[src/rtl/gyro_spi_seq.sv]
// gyro_spi_seq: command sequencer in front of a 16-bit SPI master. After power-up it writes
// the sensor configuration registers. On each data-ready interrupt it reads the yaw-rate
// low and high bytes and presents one signed 16-bit sample with a 1-cycle valid strobe.
// Optional feature macro: GYRO_OFFSET_CAL_EN averages the first 2**CAL_SHIFT samples into an
// offset that is then subtracted, with saturation, from every later sample.
module gyro_spi_seq #(
  parameter int unsigned PU_CNT_W  = 16,
  parameter int unsigned CAL_SHIFT = 3
) (
  input  logic        clk,
  input  logic        rst,
  input  logic        INT,
  input  logic        done,
  input  logic [15:0] rd_data,
  output logic        wrt,
  output logic [15:0] cmd,
  output logic        init_done,
  output logic [15:0] yaw_rt,
  output logic        vld,
  output logic        cal_done
);

  typedef enum logic [3:0] {
    StPwrWait,
    StInitWr,
    StInitWait,
    StIdle,
    StRdLo,
    StRdLoWait,
    StRdHi,
    StRdHiWait,
    StSample
  } state_e;

  state_e              state_q;
  logic [PU_CNT_W-1:0] pu_cnt_q;
  logic [1:0]          init_idx_q;
  logic [7:0]          lo_q;
  logic                pend_q;
  logic                int_meta_q, int_sync_q, int_prev_q;
  logic                done_q;
  logic                int_edge, done_rise;
  logic [15:0]         init_cmd;
  logic [15:0]         raw;
  logic                sample_take;
  logic [15:0]         sample_yaw;
  logic                sample_vld;
  logic                unused_rd_hi;

  // Only the low byte of each SPI response carries register data.
  assign unused_rd_hi = ^rd_data[15:8];

  assign int_edge    = int_sync_q & ~int_prev_q;
  assign done_rise   = done & ~done_q;
  assign raw         = {rd_data[7:0], lo_q};
  assign sample_take = (state_q == StRdHiWait) && done_rise;

  // Synchronise INT into clk and keep last-cycle copies for edge detection
  always_ff @(posedge clk or posedge rst) begin
    if (rst) begin
      int_meta_q <= 1'b0;
      int_sync_q <= 1'b0;
      int_prev_q <= 1'b0;
      done_q     <= 1'b0;
    end else begin
      int_meta_q <= INT;
      int_sync_q <= int_meta_q;
      int_prev_q <= int_sync_q;
      done_q     <= done;
    end
  end

  // Configuration write table
  always_comb begin
    init_cmd = 16'h0000;
    unique case (init_idx_q)
      2'd0: init_cmd = 16'h0D02;
      2'd1: init_cmd = 16'h1053;
      2'd2: init_cmd = 16'h1150;
      2'd3: init_cmd = 16'h1460;
      default: init_cmd = 16'h0000;
    endcase
  end

`ifdef GYRO_OFFSET_CAL_EN
  localparam int unsigned AccW = 16 + CAL_SHIFT;

  logic [AccW-1:0]      acc_q;
  logic [AccW-1:0]      acc_sum;
  logic [CAL_SHIFT-1:0] cal_cnt_q;
  logic [15:0]          offset_q;
  logic                 cal_done_q;
  logic [16:0]          diff;

  assign acc_sum  = acc_q + {{CAL_SHIFT{raw[15]}}, raw};
  assign diff     = {raw[15], raw} - {offset_q[15], offset_q};
  assign cal_done = cal_done_q;

  // Accumulate the first 2**CAL_SHIFT samples, then freeze their mean as the offset
  always_ff @(posedge clk or posedge rst) begin
    if (rst) begin
      acc_q      <= '0;
      cal_cnt_q  <= '0;
      offset_q   <= '0;
      cal_done_q <= 1'b0;
    end else if (sample_take && !cal_done_q) begin
      acc_q     <= acc_sum;
      cal_cnt_q <= cal_cnt_q + CAL_SHIFT'(1);
      if (cal_cnt_q == '1) begin
        // Arithmetic shift of the sum; the mean always fits in 16 bits.
        offset_q   <= acc_sum[AccW-1:CAL_SHIFT];
        cal_done_q <= 1'b1;
      end
    end
  end

  // Offset-corrected sample, clamped when the 17-bit difference leaves 16-bit range
  always_comb begin
    sample_vld = cal_done_q;
    sample_yaw = diff[15:0];
    if (diff[16] != diff[15]) begin
      sample_yaw = diff[16] ? 16'h8000 : 16'h7FFF;
    end
  end
`else
  assign sample_yaw = raw;
  assign sample_vld = 1'b1;
  assign cal_done   = 1'b1;
`endif

  // Sequencer: power-up wait, config writes, then interrupt-driven yaw reads
  always_ff @(posedge clk or posedge rst) begin
    if (rst) begin
      state_q    <= StPwrWait;
      pu_cnt_q   <= '0;
      init_idx_q <= 2'd0;
      lo_q       <= 8'h00;
      pend_q     <= 1'b0;
      wrt        <= 1'b0;
      cmd        <= 16'h0000;
      init_done  <= 1'b0;
      yaw_rt     <= 16'h0000;
      vld        <= 1'b0;
    end else begin
      wrt <= 1'b0;
      vld <= 1'b0;
      // Interrupts arriving while busy collapse into one pending read.
      if (int_edge && init_done && (state_q != StIdle)) begin
        pend_q <= 1'b1;
      end
      unique case (state_q)
        StPwrWait: begin
          pu_cnt_q <= pu_cnt_q + PU_CNT_W'(1);
          if (pu_cnt_q == '1) begin
            state_q <= StInitWr;
          end
        end
        StInitWr: begin
          wrt     <= 1'b1;
          cmd     <= init_cmd;
          state_q <= StInitWait;
        end
        StInitWait: begin
          if (done_rise) begin
            if (init_idx_q == 2'd3) begin
              init_done <= 1'b1;
              state_q   <= StIdle;
            end else begin
              init_idx_q <= init_idx_q + 2'd1;
              state_q    <= StInitWr;
            end
          end
        end
        StIdle: begin
          if (int_edge || pend_q) begin
            pend_q  <= 1'b0;
            state_q <= StRdLo;
          end
        end
        StRdLo: begin
          wrt     <= 1'b1;
          cmd     <= 16'hA600;
          state_q <= StRdLoWait;
        end
        StRdLoWait: begin
          if (done_rise) begin
            lo_q    <= rd_data[7:0];
            state_q <= StRdHi;
          end
        end
        StRdHi: begin
          wrt     <= 1'b1;
          cmd     <= 16'hA700;
          state_q <= StRdHiWait;
        end
        StRdHiWait: begin
          if (done_rise) begin
            if (sample_vld) begin
              yaw_rt <= sample_yaw;
              vld    <= 1'b1;
            end
            state_q <= StSample;
          end
        end
        StSample: begin
          state_q <= StIdle;
        end
        default: begin
          state_q <= StPwrWait;
        end
      endcase
    end
  end

endmodule

[config.mk]
export PLATFORM = sky130hd
export DESIGN_NAME = gyro_spi_seq
export DESIGN_NICKNAME = d
export VERILOG_FILES = /design/src/rtl/gyro_spi_seq.sv
export SDC_FILE = /design/constraint.sdc
export NUM_CORES = 1
export LEC_CHECK = 0
export CAP_MARGIN = 20
export CORE_MARGIN = 4
export CORE_UTILIZATION = 48
export CTS_BUF_LIST = sky130_fd_sc_hd__clkbuf_8
export CTS_CLUSTER_DIAMETER = 120
export CTS_CLUSTER_SIZE = 20
export DETAILED_ROUTE_END_ITERATION = 10
export PLACE_DENSITY_LB_ADDON = 0.25
export SLEW_MARGIN = 25
export SYNTH_ARGS = -nofsm -noshare
export SYNTH_HDL_FRONTEND = slang
export SYNTH_SLANG_ARGS = --single-unit
[constraint.sdc]
create_clock -name clk -period 1.9 [get_ports clk]
set_input_delay 0.38 -clock clk [delete_from_list [all_inputs] [get_ports clk]]
set_output_delay 0.38 -clock clk [all_outputs]
set_load 0.02 [all_outputs]
# Yosys cells after proc, flatten, opt, wreduce, memory -nomap -nowiden
# Index checks and enable logic that the tools add are counted.
dict set report op_classes {
  addsub 2
  eq_ne 18
  muxes 15
  n_bitwise 5
  n_reduce_logical 12
}
# cell n
set op_table {}
lappend op_table {{$pmux 16 s4} 1}
lappend op_table {{$pmux 16 s3} 1}
lappend op_table {{$pmux 4 s9} 1}
lappend op_table {{$mux 4} 5}
lappend op_table {{$add 16x1->16 const B} 1}
lappend op_table {{$eq 16x16->1 const B} 1}
lappend op_table {{$eq 4x3->1 const B} 4}
lappend op_table {{$ne 2x2->1 const B} 5}
lappend op_table {{$eq 4x2->1 const B} 2}
lappend op_table {{$mux 1} 6}
lappend op_table {{$reduce_and 3->1} 2}
lappend op_table {{$reduce_and 5->1} 1}
lappend op_table {{$eq 2x2->1 const B} 2}
lappend op_table {{$eq 4x1->1 const B} 1}
lappend op_table {{$eq 4x4->1 const B} 1}
lappend op_table {{$logic_not 4->1} 1}
lappend op_table {{$ne 4x2->1 const B} 1}
lappend op_table {{$reduce_and 2->1} 2}
lappend op_table {{$not 1->1} 3}
lappend op_table {{$reduce_bool 3->1} 1}
lappend op_table {{$reduce_or 3->1} 1}
lappend op_table {{$add 2x1->2 const B} 1}
lappend op_table {{$and 1x1->1} 2}
lappend op_table {{$eq 2x1->1 const B} 1}
lappend op_table {{4 further kinds} 5}
dict set report word_totals {
  ff_bits 70
  out_inout_bits 36
}

# Longest topological paths before layout
# Gate-level depths: netlist of the first run.
dict set report logic_depth {
  word_depth 7
  depth_mapped 6
  ltp_nobuf 5
}

# Worst setup path after synthesis of the first run
# Ideal clock, no wire load.
dict set report synth_path {
  kind {reg2reg}
  start {register state_q[1]}
  end {register pu_cnt_q[7]}
  setup_ns 0.075
  t_arrival_ns 1.697
  required_time_ns 1.825
  setup_slack_ns 0.128
  stages_incl_launch_ff 7
  cell_sequence {dfrtp_1 -> buf_6 -> or4_4 -> buf_6 -> nor3_4 -> and4_4 -> xor2_2}
}
dict set report synth_via {
  elab_chain_cells 1
}
# item line
set synth_lines {}
lappend synth_lines {{from (decl)} 35} ;# state_e state_q;
lappend synth_lines {{from (signal assigned)} 134} ;# state_q <= StPwrWait;
lappend synth_lines {{from (signal assigned)} 155} ;# state_q <= StInitWr;
lappend synth_lines {{from (signal assigned)} 161} ;# state_q <= StInitWait;
lappend synth_lines {{$logic_not 4->1} 151} ;# unique case (state_q)
lappend synth_lines {{to (signal assigned)} 153} ;# pu_cnt_q <= pu_cnt_q + PU_CNT_W'(1);
lappend synth_lines {{to (decl)} 36} ;# logic [PU_CNT_W-1:0] pu_cnt_q;
# Every way passes these cells.
# A chain may end at the register's enable or synchronous reset.

# Worst setup path after layout of the first run
dict set report layout_path {
  start {register state_q[3]}
  end {register pu_cnt_q[7]}
}
# Same word-level chain as after synthesis.

==> impl_results.md, run 1 <==
* Worst Slack Setup Final at 0.115 ns
* CP Capture Type: flip-flop
* Via/cell ratio at 5.15
* Critical path class: reg2reg
* Postcts setup bufs at 0
* Critical Path Max Stage Delay at 0.59 ns
* Top delay family on crit path: simple AND/OR/NAND/NOR gates
* CTS buffer count at 9
* Starting Density at 50.1%
* Detail Route Antenna Nets at 0
* Synth warn at 0
* Hold Slack at 0.350 ns
* Pre-CTS WS at 0.0189 ns
* TNS Setup at 0 ns
* Die area at 7110 sq um
* Synthesized cell area at 2800 sq um
* Final hold violation count at 0
* Max Buffers Root-to-Sink at 2
* Fillers at 423
* Status: finished clean
* # hold bufs at CTS at 0
* Initial antenna violation count at 0
* Via count at 1,865
* Die height at 84.3 um
* Worst EP arrival at 2.04 ns
* Die Width at 84.3 um
* Worst skew pair latency at 0.34 ns
* Gr ovfl total at 0
* Clock slew at reported path FFs at 0.07 ns
* Slew Viols, Final at 0
* Mean post-synth cell area at 11.9 sq um
* Drt first pass iters at 4
* Synth area leaders: dfrtp_1 56%, mux2_2 9.7%, xnor2_1 4.4%
* Number of synthesized register bits at 63
* CTS Sinks at 63
* LEAKAGE at 1.56 nW
* Number of distinct library cells after synthesis at 43
* Post-route minimum period at 1.78 ns
* Root Buffer: clkbuf_8
* Sequential cell area at 1580 sq um
* TritonCTS clock tree: yes
* Placed instance area at 3330 sq um
* Multi-input logic area at 1090 sq um
* Number of gates resized after cts at 0
* Synth top area share at 56.4%
* RSZ-0062 raised after global routing: no
* DPL Wire Length at 3.51 mm
* Setup-failing EPs final at 0
* Period utilisation layout at 93.9%
* Mapped Cells at 235
* Final core occ at 63.8%
* Crit path required time at 2.16 ns
* Critical Path Source Type: flip-flop
* ANT cells at 0
* Vias in the first global route at 1,893
* First-pass GRT wire length at 8.98 mm
* NumNets Final at 311
* Global Route Usage Sum at 15.9%
* Crit-path max FO at 6
* Port Buf Inserts at 42
* PD cells at 1420 nW/um^2
* Critical path, cell by cell: or4_4 > nor3_4 > and4_4 > xor2_2
* Slowest CP cell: or4_4
* Final Instance Area at 3560 sq um
* VDD IR-drop max at 0.802 mV
* Share of cells above drive strength 1 at 20.3%
* Starting DRT DRC Count at 113
* Maximum level of the CTS H-tree at 3
* Worst min-delay path category: reg2reg
* Syn-to-layout area delta at 27.3%
* Io pins at 56
* Core box area at 5570 sq um
* Max Freq at 560 MHz
* Largest net degree at the start of global routing at 64
* Post-synth top area cell: dfrtp_1
* # rows at 27
* Final clock skew at 0.00841 ns
* DRC errors left at 0
* # Max-Cap Violations at 0
* Routed length per instance at 14.0 um
* Number of buffers and inverters on the critical path at 0
* Detailed-route wire length at 5.07 mm
* Final GP Congestion at 0.804
* Seq/Total Area, Yosys at 56.4%
-- registers in the layout (all words and copies together), names as in the netlist, 2 cells and up --
signal      cells
lo_q            8
init_idx_q      2
yaw_rt         16
pu_cnt_q       16
state_q         4
cmd             9
-- stage by stage --
stage,power (mW),instances
finish,5.06,362
global route,5.40,362
CTS,5.13,362
detailed placement,3.80,346
global placement,3.74,346
floorplan,3.13,238
-- synthesized netlist by cell type, drive strengths merged --
cell     instances
dfrtp           63
o211ai           1
ha               6
or4              1
clkbuf           4
a31oi            4
nor3             5
o32a             1
inv              8
clkinv           1
and4b            1
and3             3
nor4             1
nor2b            3
buf             12
xnor2           14
o31ai            2
a22oi            6
nand4            6
or2              2
o21ai           11
nand2           18
or3              1
a21oi            7
o311ai           1
o22a             1
nor2            11
mux2            24
nand3            4
nor3b            1
conb             2
a21o             1
and4             1
nand2b           3
o2bb2ai          1
xor2             3
a41o             1
-- layout by cell type (no fill, tap or decap), drive strengths merged, types with 6 or more instances in the layout --
| cell type | n |
|---|---|
| mux2 | 24 |
| buf | 10 |
| clkdlybuf4s50 | 42 |
| xnor2 | 14 |
| nand4 | 6 |
| ha | 6 |
| dfrtp | 63 |
| o21ai | 11 |
| a21oi | 7 |
| a22oi | 6 |
| nand2 | 18 |
| inv | 7 |
| nor2 | 11 |
| clkbuf | 11 |
-- metal layers --
layer / up-vias / routed length, um / track usage [%]
li1: 908 / - / -
met1: 890 / 2300 / 21.0
met2: 56 / 2360 / 23.0
met3: 11 / 299 / 5.20
met4: 0 / 114 / 8.77
met5: - / 0 / 0
-- power breakdown --
| part | total (mW) | internal, mW | switching, mW |
|---|---|---|---|
| Combinational | 1.82 | 0.866 | 0.952 |
| Clock | 1.31 | 0.807 | 0.500 |
| Sequential | 1.94 | 1.71 | 0.225 |
-- cell families after synthesis --
group	synth area share, %
DFF	56.4
AOI/OAI and AO/OA	8.46
buffers and inverters	5.06
adders and majority gates	2.69
muxes	9.67
xor gates and xnor gates	5.60
other	0.269
and+or+nand+nor	11.9
-- cell type report --
| cell class | instances | area share (%) |
|---|---|---|
| Sequential cell | 63 | 44.3 |
| Multi-Input combinational cell | 150 | 30.6 |
| Timing Repair Buffer | 52 | 15.0 |
| Clock buffer | 11 | 4.26 |
| Tap cell | 72 | 2.53 |
| Clock inverter | 5 | 2.25 |
| Inverter | 9 | 1.06 |
-- path summary, 6_finish.rpt --
| kind | from | endpoint | slack [ns] | cells after the start |
|---|---|---|---|---|
| worst min-delay path | int_meta_q$_DFF_PP0_ | int_sync_q$_DFF_PP0_ | 0.35 | 0 |
| worst max register to register | state_q[3]$_DFFE_PP0P_ | pu_cnt_q[7]$_DFFE_PP0N_ | 0.12 | 4 |
| worst max-delay path | state_q[3]$_DFFE_PP0P_ | pu_cnt_q[7]$_DFFE_PP0N_ | 0.12 | 4 |
| worst min register to register | int_meta_q$_DFF_PP0_ | int_sync_q$_DFF_PP0_ | 0.35 | 0 |
| min in group asynchronous | rst | pu_cnt_q[9]$_DFFE_PP0N_ | 0.47 | 3 |
| max in group asynchronous | rst | cmd[10]$_DFFE_PP0P_ | 1.16 | 3 |
Note: power is estimated with default switching activity, not from simulation.
==> run 2, diff against run 1 <==
--- a/config.mk
+++ b/config.mk
@@ -6,8 +6,10 @@
 export NUM_CORES = 1
 export LEC_CHECK = 0
 export CAP_MARGIN = 20
+export CELL_PAD_IN_SITES_DETAIL_PLACEMENT = 1
+export CELL_PAD_IN_SITES_GLOBAL_PLACEMENT = 1
 export CORE_MARGIN = 4
-export CORE_UTILIZATION = 48
+export CORE_UTILIZATION = 42
 export CTS_BUF_LIST = sky130_fd_sc_hd__clkbuf_8
 export CTS_CLUSTER_DIAMETER = 120
 export CTS_CLUSTER_SIZE = 20
==> constraint.sdc (replaced) <==
create_clock -name clk -period 1.65 [get_ports clk]
set_input_delay 0.33 -clock clk [delete_from_list [all_inputs] [get_ports clk]]
set_output_delay 0.33 -clock clk [all_outputs]
set_load 0.02 [all_outputs]
==> run 2 against run 1 <==
  * The flow now finishes with violations (negative setup slack)
  * Final cell count grew 2.5%
  * Die area grew 13%
  * Critical endpoint unchanged
  * Sequential cell count is the same
  * Highest routed layer unchanged
  * Non-clock buffer count grew 7
  * Routed wire length grew 19%
==> impl_results.md, run 2 (same netlist as run 1, synthesis figures left out) <==
* Port Buf Inserts at 42 (unchanged)
* Io pins at 56 (unchanged)
* Post-route minimum period at 1.69 ns (-0.0904 ns)
* CTS Sinks at 63 (unchanged)
* Critical Path Source Type: flip-flop
* DRC errors left at 0 (unchanged)
* Detail Route Antenna Nets at 0 (unchanged)
* Share of cells above drive strength 1 at 23.1% (+2.8 points)
* Top flop regs: pu_cnt_q x16, yaw_rt x16, cmd x9
* Max Freq at 590 MHz (+5.3%)
* Crit path required time at 1.91 ns (-0.25 ns)
* Via/cell ratio at 5.30 (+2.9%)
* Failing checks: negative setup slack
* Slew Viols, Final at 0 (unchanged)
* Starting Density at 43.5% (-6.6 points)
* Worst Slack Setup Final at -0.0444 ns (-0.160 ns)
* Vias in the first global route at 2,088 (+10%)
* PD cells at 1570 nW/um^2 (+10%)
* ANT cells at 0 (unchanged)
* Die Width at 89.6 um (+6.3%)
* LEAKAGE at 1.77 nW (+14%)
* Detailed-route wire length at 6.05 mm (+19%)
* Worst min-delay path category: in2async
* TritonCTS clock tree: yes
* Fin cells at 371 (+2.5%)
* Critical path class: reg2reg
* Commonest cells after routing, fill and taps aside: 63 x dfrtp_1, 24 x mux2_2, 17 x nand2_1, 17 x dlygate4sd2_1
* Root Buffer: clkbuf_8
* # rows at 29 (+7.4%)
* Crit-path max FO at 6 (unchanged)
* Routed length per instance at 16.3 um (+16%)
* DPL Wire Length at 4.19 mm (+19%)
* VDD IR-drop max at 0.743 mV (-7.4%)
* Largest net degree at the start of global routing at 59 (-7.8%)
* CP Capture Type: flip-flop
* Core box area at 6420 sq um (+15%)
* Starting DRT DRC Count at 105 (-7.1%)
* NumNets Final at 318 (+2.3%)
* Clock slew at reported path FFs at 0.07 ns (about the same)
* Syn-to-layout area delta at 28.3%
* Final GP Congestion at 0.770 (-4.3%)
* RSZ-0062 raised after global routing: yes
* Die area at 8020 sq um (+13%)
* CTS buffer count at 9 (unchanged)
* Commonest non-fill, non-tap cell in the layout: dfrtp_1
* Placed instance area at 3370 sq um (+1.4%)
* Period utilisation layout at 103% (+8.8 points)
* Via count at 1,967 (+5.5%)
* Post-Place Cells at 357 (+3.2%)
* Die height at 89.6 um (+6.3%)
* Max Buffers Root-to-Sink at 2 (unchanged)
* Final hold violation count at 0 (unchanged)
* Hold Slack at 0.271 ns (-0.0786 ns)
* # Max-Cap Violations at 0 (unchanged)
* Gr ovfl total at 0 (unchanged)
* Status: finished, violations left
* Drt first pass iters at 4 (unchanged)
* Setup-failing EPs final at 1 (+1)
* Final core occ at 55.8% (-8.0 points)
* First-pass GRT wire length at 10.3 mm (+15%)
* Worst EP arrival at 1.96 ns (-0.08 ns)
* Maximum level of the CTS H-tree at 3 (unchanged)
* Global Route Usage Sum at 17.0% (+1.1 points)
* Worst skew pair latency at 0.33 ns (about the same)
* Final Instance Area at 3590 sq um (+0.81%)
* Final clock skew at 0.00828 ns (-0.000132 ns)
* Initial antenna violation count at 0 (unchanged)
[run 2: layout make-up]
| cell class | instances | area (sq um) |
|---|---|---|
| fill | 666 | 2840 |
| sequential | 63 | 1580 |
| timing repair buffer | 59 | 583 |
| clock buffer | 12 | 165 |
| multi-input combinational | 150 | 1120 |
| tap | 77 | 96.3 |
| inverter | 9 | 37.5 |
| clock inverter | 1 | 5.00 |
[run 2: report_power, final]
| part | internal [mW] | leakage (nW) | switching (mW) | total [mW] |
|---|---|---|---|---|
| Sequential | 1.98 | 0.800 | 0.266 | 2.24 |
| Combinational | 1.00 | 0.882 | 1.21 | 2.21 |
| Clock | 0.641 | 0.0902 | 0.543 | 1.18 |
| Total | 3.62 | 1.77 | 2.02 | 5.63 |
[run 2: worst max-delay path, stage by stage, from the launching register on]
cell and delay [ns]:
dfrtp_1 0.38, or4_4 0.58, nor3_4 0.27, and4_4 0.29
xor2_2 0.11
[run 2: what timing repair did]
item | in CTS | in global routing
hold buffers | 0 | 0
resized for setup | 20 | 16
pin swaps | 1 | 3
cloned | 0 | 0
buffers inserted | 1 | 0
endpoints found under the setup margin | 31 | 34
[run 2: layer usage]
| layer | routed length (um) | global-route usage, % | up-vias |
|---|---|---|---|
| met2 | 2910 | 26.3 | 41 |
| met4 | 95 | 7.31 | 0 |
| li1 | - | - | 922 |
| met3 | 315 | 4.74 | 11 |
| met5 | 0 | 0 | - |
| met1 | 2730 | 22.5 | 993 |
[run 2: stage by stage]
| step | worst slack (ns) | setup TNS [ns] | power [mW] |
|---|---|---|---|
| after floorplan | -0.0376 | -0.127 | 3.62 |
| after global placement | -0.141 | -3.29 | 4.43 |
| after detailed placement | -0.163 | -3.85 | 4.51 |
| after CTS | -0.0600 | -0.112 | 5.69 |
| after global routing | -0.107 | -0.442 | 6.04 |
| final | -0.0444 | -0.0444 | 5.63 |
[run 2: worst paths after layout]
| path | from | to | slack, ns | cells past startpoint |
|---|---|---|---|---|
| setup reg to reg | state_q[3]$_DFFE_PP0P_ | pu_cnt_q[7]$_DFFE_PP0N_ | -0.04 | 4 |
| hold / removal | rst | yaw_rt[12]$_DFFE_PP0P_ | 0.27 | 2 |
| hold reg to reg | int_meta_q$_DFF_PP0_ | int_sync_q$_DFF_PP0_ | 0.35 | 0 |
| setup / recovery | state_q[3]$_DFFE_PP0P_ | pu_cnt_q[7]$_DFFE_PP0N_ | -0.04 | 4 |
| min in group clk | int_meta_q$_DFF_PP0_ | int_sync_q$_DFF_PP0_ | 0.35 | 0 |
| max in group asynchronous | rst | yaw_rt[11]$_DFFE_PP0P_ | 0.84 | 3 |
